**src/rtl/cnl_seq_pkg.sv**
```systemverilog
// Shared types for the CNN layer job sequencer: FSM states, error codes and
// the queued job descriptor.
package cnl_seq_pkg;

    localparam int CNL_PARAM_WIDTH = 128;
    localparam int CNL_CNT_WIDTH   = 24;

    typedef enum logic [2:0] {
        ST_IDLE,
        ST_START,
        ST_FETCH,
        ST_RUN,
        ST_CHECK,
        ST_ACK
    } seq_state_t;

    localparam logic [1:0] ERR_NONE     = 2'd0;
    localparam logic [1:0] ERR_COUNT    = 2'd1;
    localparam logic [1:0] ERR_PROTOCOL = 2'd2;
    localparam logic [1:0] ERR_TIMEOUT  = 2'd3;

    // The payload widths track the default quad configuration.
    typedef struct packed {
        logic [CNL_PARAM_WIDTH-1:0] params;
        logic [CNL_CNT_WIDTH-1:0]   num_results;
    } cnl_desc_t;

endpackage

```
**src/rtl/cnl_seq_fifo.sv**
```systemverilog
// Synchronous descriptor FIFO with full/empty flags; the head entry is read
// straight from the storage flops so it is valid the cycle after a push.
module cnl_seq_fifo #(
    parameter int WIDTH = 152,
    parameter int DEPTH = 8
) (
    input  logic             clk,
    input  logic             rst,
    input  logic             push,
    input  logic [WIDTH-1:0] push_data,
    input  logic             pop,
    output logic             full,
    output logic             empty,
    output logic [WIDTH-1:0] head
);

    localparam int AW = $clog2(DEPTH);

    logic [WIDTH-1:0] mem [DEPTH];
    logic [AW-1:0]    wr_ptr;
    logic [AW-1:0]    rd_ptr;
    logic [AW:0]      count;
    logic             do_push;
    logic             do_pop;

    assign do_push = push && !full;
    assign do_pop  = pop && !empty;
    assign full    = (count == (AW+1)'(DEPTH));
    assign empty   = (count == '0);
    assign head    = mem[rd_ptr];

    // Pointers wrap naturally because the depth is a power of two.
    always_ff @(posedge clk) begin
        if (rst) begin
            wr_ptr <= '0;
            rd_ptr <= '0;
            count  <= '0;
        end else begin
            if (do_push) wr_ptr <= wr_ptr + AW'(1);
            if (do_pop)  rd_ptr <= rd_ptr + AW'(1);
            case ({do_push, do_pop})
                2'b10:   count <= count + (AW+1)'(1);
                2'b01:   count <= count - (AW+1)'(1);
                default: count <= count;
            endcase
        end
    end

    always_ff @(posedge clk) begin
        if (do_push) mem[wr_ptr] <= push_data;
    end

endmodule

```
**src/rtl/cnl_job_sequencer.sv**
```systemverilog
// Queue-driven job dispatcher for one cnn_layer_accel_quad. Optional watchdog
// is enabled by defining CNL_SEQ_TIMEOUT_EN.
module cnl_job_sequencer
    import cnl_seq_pkg::*;
#(
    parameter int C_PARAM_WIDTH = CNL_PARAM_WIDTH,
    parameter int C_JOB_DEPTH   = 8,
    parameter int C_CNT_WIDTH   = CNL_CNT_WIDTH,
    parameter int C_DONE_WIDTH  = 16,
    parameter int C_TIMEOUT_CYC = 65535
) (
    input  logic                     clk_if,
    input  logic                     rst,
    input  logic                     desc_valid,
    output logic                     desc_ready,
    input  logic [C_PARAM_WIDTH-1:0] desc_params,
    input  logic [C_CNT_WIDTH-1:0]   desc_num_results,
    output logic                     job_start,
    input  logic                     job_accept,
    output logic [C_PARAM_WIDTH-1:0] job_parameters,
    input  logic                     job_fetch_request,
    output logic                     job_fetch_ack,
    input  logic                     job_fetch_complete,
    input  logic                     job_complete,
    output logic                     job_complete_ack,
    input  logic                     result_valid,
    input  logic                     result_accept,
    output logic                     busy,
    output logic [C_DONE_WIDTH-1:0]  jobs_done,
    output logic                     seq_error,
    output logic [1:0]               err_code
);

    seq_state_t             state, state_next;
    cnl_desc_t              push_desc, head_desc;
    logic                   fifo_full, fifo_empty, fifo_pop;
    logic                   ready_en;
    logic                   proto_err, timeout_hit, job_taken, beat;
    logic [C_CNT_WIDTH-1:0] exp_cnt, res_cnt;

    assign push_desc.params      = desc_params;
    assign push_desc.num_results = desc_num_results;
    assign desc_ready = ready_en && !fifo_full;
    assign busy       = (state != ST_IDLE) || !fifo_empty;
    assign job_taken  = (state == ST_START) && job_accept && !timeout_hit;
    assign beat       = ((state == ST_FETCH) || (state == ST_RUN)) && result_valid && result_accept;

    cnl_seq_fifo #(
        .WIDTH ($bits(cnl_desc_t)),
        .DEPTH (C_JOB_DEPTH)
    ) u_fifo (
        .clk       (clk_if),
        .rst       (rst),
        .push      (desc_valid && desc_ready),
        .push_data (push_desc),
        .pop       (fifo_pop),
        .full      (fifo_full),
        .empty     (fifo_empty),
        .head      (head_desc)
    );

`ifdef CNL_SEQ_TIMEOUT_EN
    localparam int WD_W = $clog2(C_TIMEOUT_CYC + 1);
    logic [WD_W-1:0] wd_cnt;

    always_ff @(posedge clk_if) begin
        if (rst || (state_next != state)) wd_cnt <= '0;
        else if (wd_cnt != '1)            wd_cnt <= wd_cnt + WD_W'(1);
    end

    assign timeout_hit = ((state == ST_START) || (state == ST_FETCH) || (state == ST_RUN))
                         && (wd_cnt >= WD_W'(C_TIMEOUT_CYC - 1));
`else
    logic timeout_unused;
    assign timeout_unused = (C_TIMEOUT_CYC != 0);
    assign timeout_hit    = 1'b0;
`endif

    always_ff @(posedge clk_if) begin
        if (rst) state <= ST_IDLE;
        else     state <= state_next;
    end

    // A timed-out job in START is dropped so the same descriptor is not re-offered forever.
    always_comb begin
        state_next = state;
        fifo_pop   = 1'b0;
        proto_err  = 1'b0;
        case (state)
            ST_IDLE:  if (!fifo_empty) state_next = ST_START;
            ST_START: begin
                if (timeout_hit || job_accept) fifo_pop = 1'b1;
                if (timeout_hit)     state_next = ST_IDLE;
                else if (job_accept) state_next = ST_FETCH;
            end
            ST_FETCH: begin
                if (timeout_hit) state_next = ST_IDLE;
                else if (job_complete) begin
                    proto_err  = 1'b1;
                    state_next = ST_CHECK;
                end else if (job_fetch_complete) state_next = ST_RUN;
            end
            ST_RUN: begin
                if (timeout_hit)       state_next = ST_IDLE;
                else if (job_complete) state_next = ST_CHECK;
            end
            ST_CHECK: state_next = ST_ACK;
            ST_ACK:   state_next = ST_IDLE;
            default:  state_next = ST_IDLE;
        endcase
    end

    always_ff @(posedge clk_if) begin
        if (rst) begin
            ready_en         <= 1'b0;
            job_start        <= 1'b0;
            job_parameters   <= '0;
            job_fetch_ack    <= 1'b0;
            job_complete_ack <= 1'b0;
            exp_cnt          <= '0;
            res_cnt          <= '0;
            jobs_done        <= '0;
            seq_error        <= 1'b0;
            err_code         <= ERR_NONE;
        end else begin
            ready_en         <= 1'b1;
            job_start        <= (state_next == ST_START);
            job_complete_ack <= (state_next == ST_ACK);
            job_fetch_ack    <= (state == ST_FETCH) && job_fetch_request && !job_fetch_ack;
            if (state_next == ST_START) job_parameters <= head_desc.params;

            if (job_taken) begin
                exp_cnt <= head_desc.num_results;
                res_cnt <= '0;
            end else if (beat && (res_cnt != '1)) begin
                res_cnt <= res_cnt + C_CNT_WIDTH'(1);
            end

            if (state == ST_ACK) jobs_done <= jobs_done + C_DONE_WIDTH'(1);

            // Only the first error is kept until reset.
            if (!seq_error) begin
                if (proto_err) begin
                    seq_error <= 1'b1;
                    err_code  <= ERR_PROTOCOL;
                end else if ((state == ST_CHECK) && (res_cnt != exp_cnt)) begin
                    seq_error <= 1'b1;
                    err_code  <= ERR_COUNT;
                end else if (timeout_hit) begin
                    seq_error <= 1'b1;
                    err_code  <= ERR_TIMEOUT;
                end
            end
        end
    end

endmodule

```
**config.mk**
```make
export PLATFORM = sky130hd
export DESIGN_NAME = cnl_job_sequencer
export DESIGN_NICKNAME = d
export VERILOG_FILES = /design/src/rtl/cnl_seq_pkg.sv /design/src/rtl/cnl_seq_fifo.sv /design/src/rtl/cnl_job_sequencer.sv
export SDC_FILE = /design/constraint.sdc
export NUM_CORES = 1
export LEC_CHECK = 0
export CORE_MARGIN = 4
export CORE_UTILIZATION = 40
export DETAILED_ROUTE_END_ITERATION = 10
export PLACE_DENSITY = 0.65
export SYNTH_ARGS = -nofsm -noshare
export SYNTH_HDL_FRONTEND = slang
export SYNTH_SLANG_ARGS = --single-unit
```
**constraint.sdc**
```tcl
create_clock -name clk_if -period 15.8 [get_ports clk_if]
set_input_delay 1.58 -clock clk_if [delete_from_list [all_inputs] [get_ports clk_if]]
set_output_delay 1.58 -clock clk_if [all_outputs]
set_load 0.1 [all_outputs]
```
==> out/metrics.yaml <==
status:
  run_status: "finished, final reports clean"
worst_setup_path:
  r2r_cells: 7
  start_kind: "flip-flop"
  critical_path_class: "flip-flop to primary output"
  critPathCaptureType: "primary output"
  cp_max_fo: 8
  worstPathRequired_ns: 14.22
  r2r_start: "u_fifo.count[1]$_SDFFE_PP0P_"
  ff2ff_setup_slack_ns: 11.57
  crit_arrival_ns: 3.05
  r2r_end: "u_fifo.mem[2][138]$_DFFE_PP_"
clock_tree:
  htree_levels: 4
  post_cts_buffers: 0
  post_cts_resize_count: 0
  clk_latency_ns: 0.78
  cts_buffer_depth: 3
  cts_made_buffers: 150
  holdBufCountCts: 0
  cts.clk_slew.worst_paths_ns: 0.06
  cts_root_buffer: "clkbuf_16"
  tritoncts: "done"
  cts.sinks: 1431
drt:
  viasPerCell: 5.26
  route.vias.total: 25700
  antenna_left: 0
  wl_um: 116000
  drc: 0
  drtIter0Drc: 1841
  firstDrtPassIters: 5
  wire_per_inst_um: 23.7
synthesis:
  async_reset_ff_frac: 0
  synth.distinct_cells: 57
  syn_avg_cell_area_sq_um: 20.5
  synth-seq-cells: 1431
  netlist_instances: 2639
  yosys_warnings: 0
  syn_nets: 2807
  synth_edf_count: 1216
  synth_ff_type: "edfxtp_1"
  ys_seq_area_frac: 0.756
  netlist_area_sq_mm: 0.0540
die:
  rows: 134
  die_w_um: 375
  ios: 313
  dieArea_sq_mm: 0.141
  start_util: 0.403
  coreArea_sq_mm: 0.134
  die_y_um: 375
global_routing:
  grt.met1_usage: 0.228
  antenna_found_initial: 33
  grt-busiest-layer: "met2"
  grtUsageMet3: 0.0419
  grt_max_degree: 153
  grt_util_met2: 0.257
  grt-ovfl-total: 0
  grt_pass1_vias: 26700
  grt_use_total: 0.164
  grt_pass1_wl_um: 174000
timing:
  finalSetupViolations: 0
  slew_headroom: 0.218
  slew_viol_final: 0
  tightest_slew_ns: 1.17
  max_freq_mhz: 216
  tns_ns: 0
  hold_viol: 0
  rsz0062_at_grt: "no"
  fin_worst_skew_ns: 0.0313
  period_share: 0.293
  finalCriticalPeriod_ns: 4.63
  timing.final.ws_setup_ns: 11.18
layout:
  layout-drive-gt1-share: 0.221
  multi_input_area_sq_mm: 0.0125
  seq_area_sq_mm: 0.0408
  final_nets: 3154
  syn_to_final_growth_pct: 18.6
  fill_cells: 11000
job:
  cap_violations: 0
worst_hold_path:
  hp-start: "err_code[0]$_SDFFE_PP0P_"
  min_path_type: "flip-flop to flip-flop"
  worstHoldEndpoint: "err_code[0]$_SDFFE_PP0P_"
  hold_depth: 2
place:
  dp_slack_ns: 10.35
  place.gp.congestion: 0.782
  port_buffers: 312
  dp_hpwl_um: 64300
pwr:
  p_per_area_mw_per_mm2: 138
  p_leak_nw: 19.4
  ir_drop_v: 0.000100
## registers in the layout, summed over array words and instances (netlist names), named ones only
| register | cells |
|---|---|
| job_start | 1 |
| ready_en | 1 |
| u_fifo.count | 4 |
| exp_cnt | 24 |
| seq_error | 1 |
| jobs_done | 16 |
| err_code | 2 |
| job_fetch_ack | 1 |
| u_fifo.mem | 1216 |
| u_fifo.rd_ptr | 3 |
| job_complete_ack | 1 |
| state | 3 |
| job_parameters | 128 |
| res_cnt | 24 |
| u_fifo.wr_ptr | 3 |
## stage by stage
stage | total power, W | cell area [sq um] | cells | hold slack, ns | utilization
after floorplan | 0.00516 | 54000 | 2639 | 0.462 | -
after global placement | 0.00547 | 59000 | 4602 | 0.473 | 0.441
after detailed placement | 0.00547 | 59000 | 4602 | 0.479 | 0.441
after CTS | 0.00898 | 64000 | 4877 | 0.487 | 0.478
after global routing | 0.00919 | 64000 | 4882 | 0.512 | 0.478
final | 0.00886 | 64000 | 4891 | 0.480 | 0.478
## worst max-delay path by stage
| stage | cells past startpoint | end | start | slack, ns |
|---|---|---|---|---|
| 2_1_floorplan | 6 | u_fifo.mem[0][0]$_DFFE_PP_ | u_fifo.count[1]$_SDFFE_PP0P_ | 1.84 |
| 3_3_place_gp | 6 | u_fifo.mem[2][128]$_DFFE_PP_ | desc_valid | 10.44 |
| 3_5_place_dp | 6 | u_fifo.mem[2][129]$_DFFE_PP_ | desc_valid | 10.35 |
| 4_1_cts | 3 | desc_ready | u_fifo.count[1]$_SDFFE_PP0P_ | 11.07 |
| 5_1_grt | 3 | desc_ready | u_fifo.count[1]$_SDFFE_PP0P_ | 10.93 |
| 6_report | 3 | desc_ready | u_fifo.count[1]$_SDFFE_PP0P_ | 11.18 |
## worst max-delay path: stages, from the launching register on
cell and delay [ns]:
dfxtp_1 0.47, nor3_1 0.09, a21boi_1 0.37, clkdlybuf4s50_1 1.32
## synthesized netlist by cell type, types with 5 or more instances
cell | number | share of area
buf_2 | 68 | 0.0063
and2_1 | 5 | 0.00058
a21oi_1 | 36 | 0.0033
nor3_1 | 5 | 0.00046
o21ai_0 | 29 | 0.0027
clkbuf_1 | 67 | 0.0047
dfxtp_1 | 215 | 0.080
nor2_1 | 185 | 0.013
xnor2_1 | 38 | 0.0062
nand3_1 | 14 | 0.0013
and3_1 | 8 | 0.00093
nand2b_1 | 5 | 0.00058
nand2_1 | 24 | 0.0017
a211oi_1 | 41 | 0.0057
mux4_2 | 304 | 0.13
edfxtp_1 | 1216 | 0.68
and4_1 | 8 | 0.0013
a211oi_2 | 93 | 0.022
buf_4 | 5 | 0.00070
buf_1 | 13 | 0.00090
nand4_1 | 22 | 0.0025
xor2_1 | 23 | 0.0037
ha_1 | 7 | 0.0016
mux2i_1 | 158 | 0.029
## metal layers
metal  up-vias  wire length [um]
met3       186              7220
met2       626             54800
met1     13400             51100
met5         -               137
met4        22              2580
li1      11500                 -
## kinds of logic after synthesis
group	count (synthesis)	share of synthesized area
AO/OA/AOI/OAI	216	0.0362
XOR/XNOR	61	0.00990
adder cells (fa/ha/maj)	7	0.00162
buffers and inverters	161	0.0137
flip-flops	1431	0.756
multiplexers	462	0.156
AND/OR/NAND/NOR	301	0.0264
## report_power, final
part | switching (W) | internal (W) | total [W]
Combinational | 0.000823 | 0.000289 | 0.00111
Sequential | 0.0000687 | 0.00421 | 0.00427
Clock | 0.00145 | 0.00203 | 0.00348
Total | 0.00234 | 0.00652 | 0.00886
## area by class of cell
class / instances / area share
sequential: 1431 / 0.638
clock buffer: 198 / 0.0646
tap: 1768 / 0.0346
antenna: 14 / 0.000547
timing repair buffer: 352 / 0.0545
multi-input combinational: 1047 / 0.195
inverter: 4 / 0.000235
clock inverter: 77 / 0.0126
## cells in the final DEF, fill, tap and decap left out, types with 7 or more instances in the layout
master           synthesis  layout
mux2i_1                158     158
a211oi_2                93      93
ha_1                     7       7
clkdlybuf4s50_1          0     311
mux4_2                 304     304
clkinv_1                 1      19
dfxtp_1                215     212
and3_1                   8       8
a21oi_1                 36      36
xor2_1                  23      23
and4_1                   8       8
clkinv_2                 0      24
a211oi_1                41      41
diode_2                  0      14
clkbuf_1                67      30
edfxtp_1              1216    1216
bufinv_16                0      10
clkbuf_8                 0      17
nand2_1                 24      24
nand3_1                 14      14
buf_4                    5      35
o21ai_0                 29      29
nor2_1                 185     179
xnor2_1                 38      38
nand4_1                 22      22
clkbuf_16                0     152
Note: power is estimated with default switching activity, not from simulation.
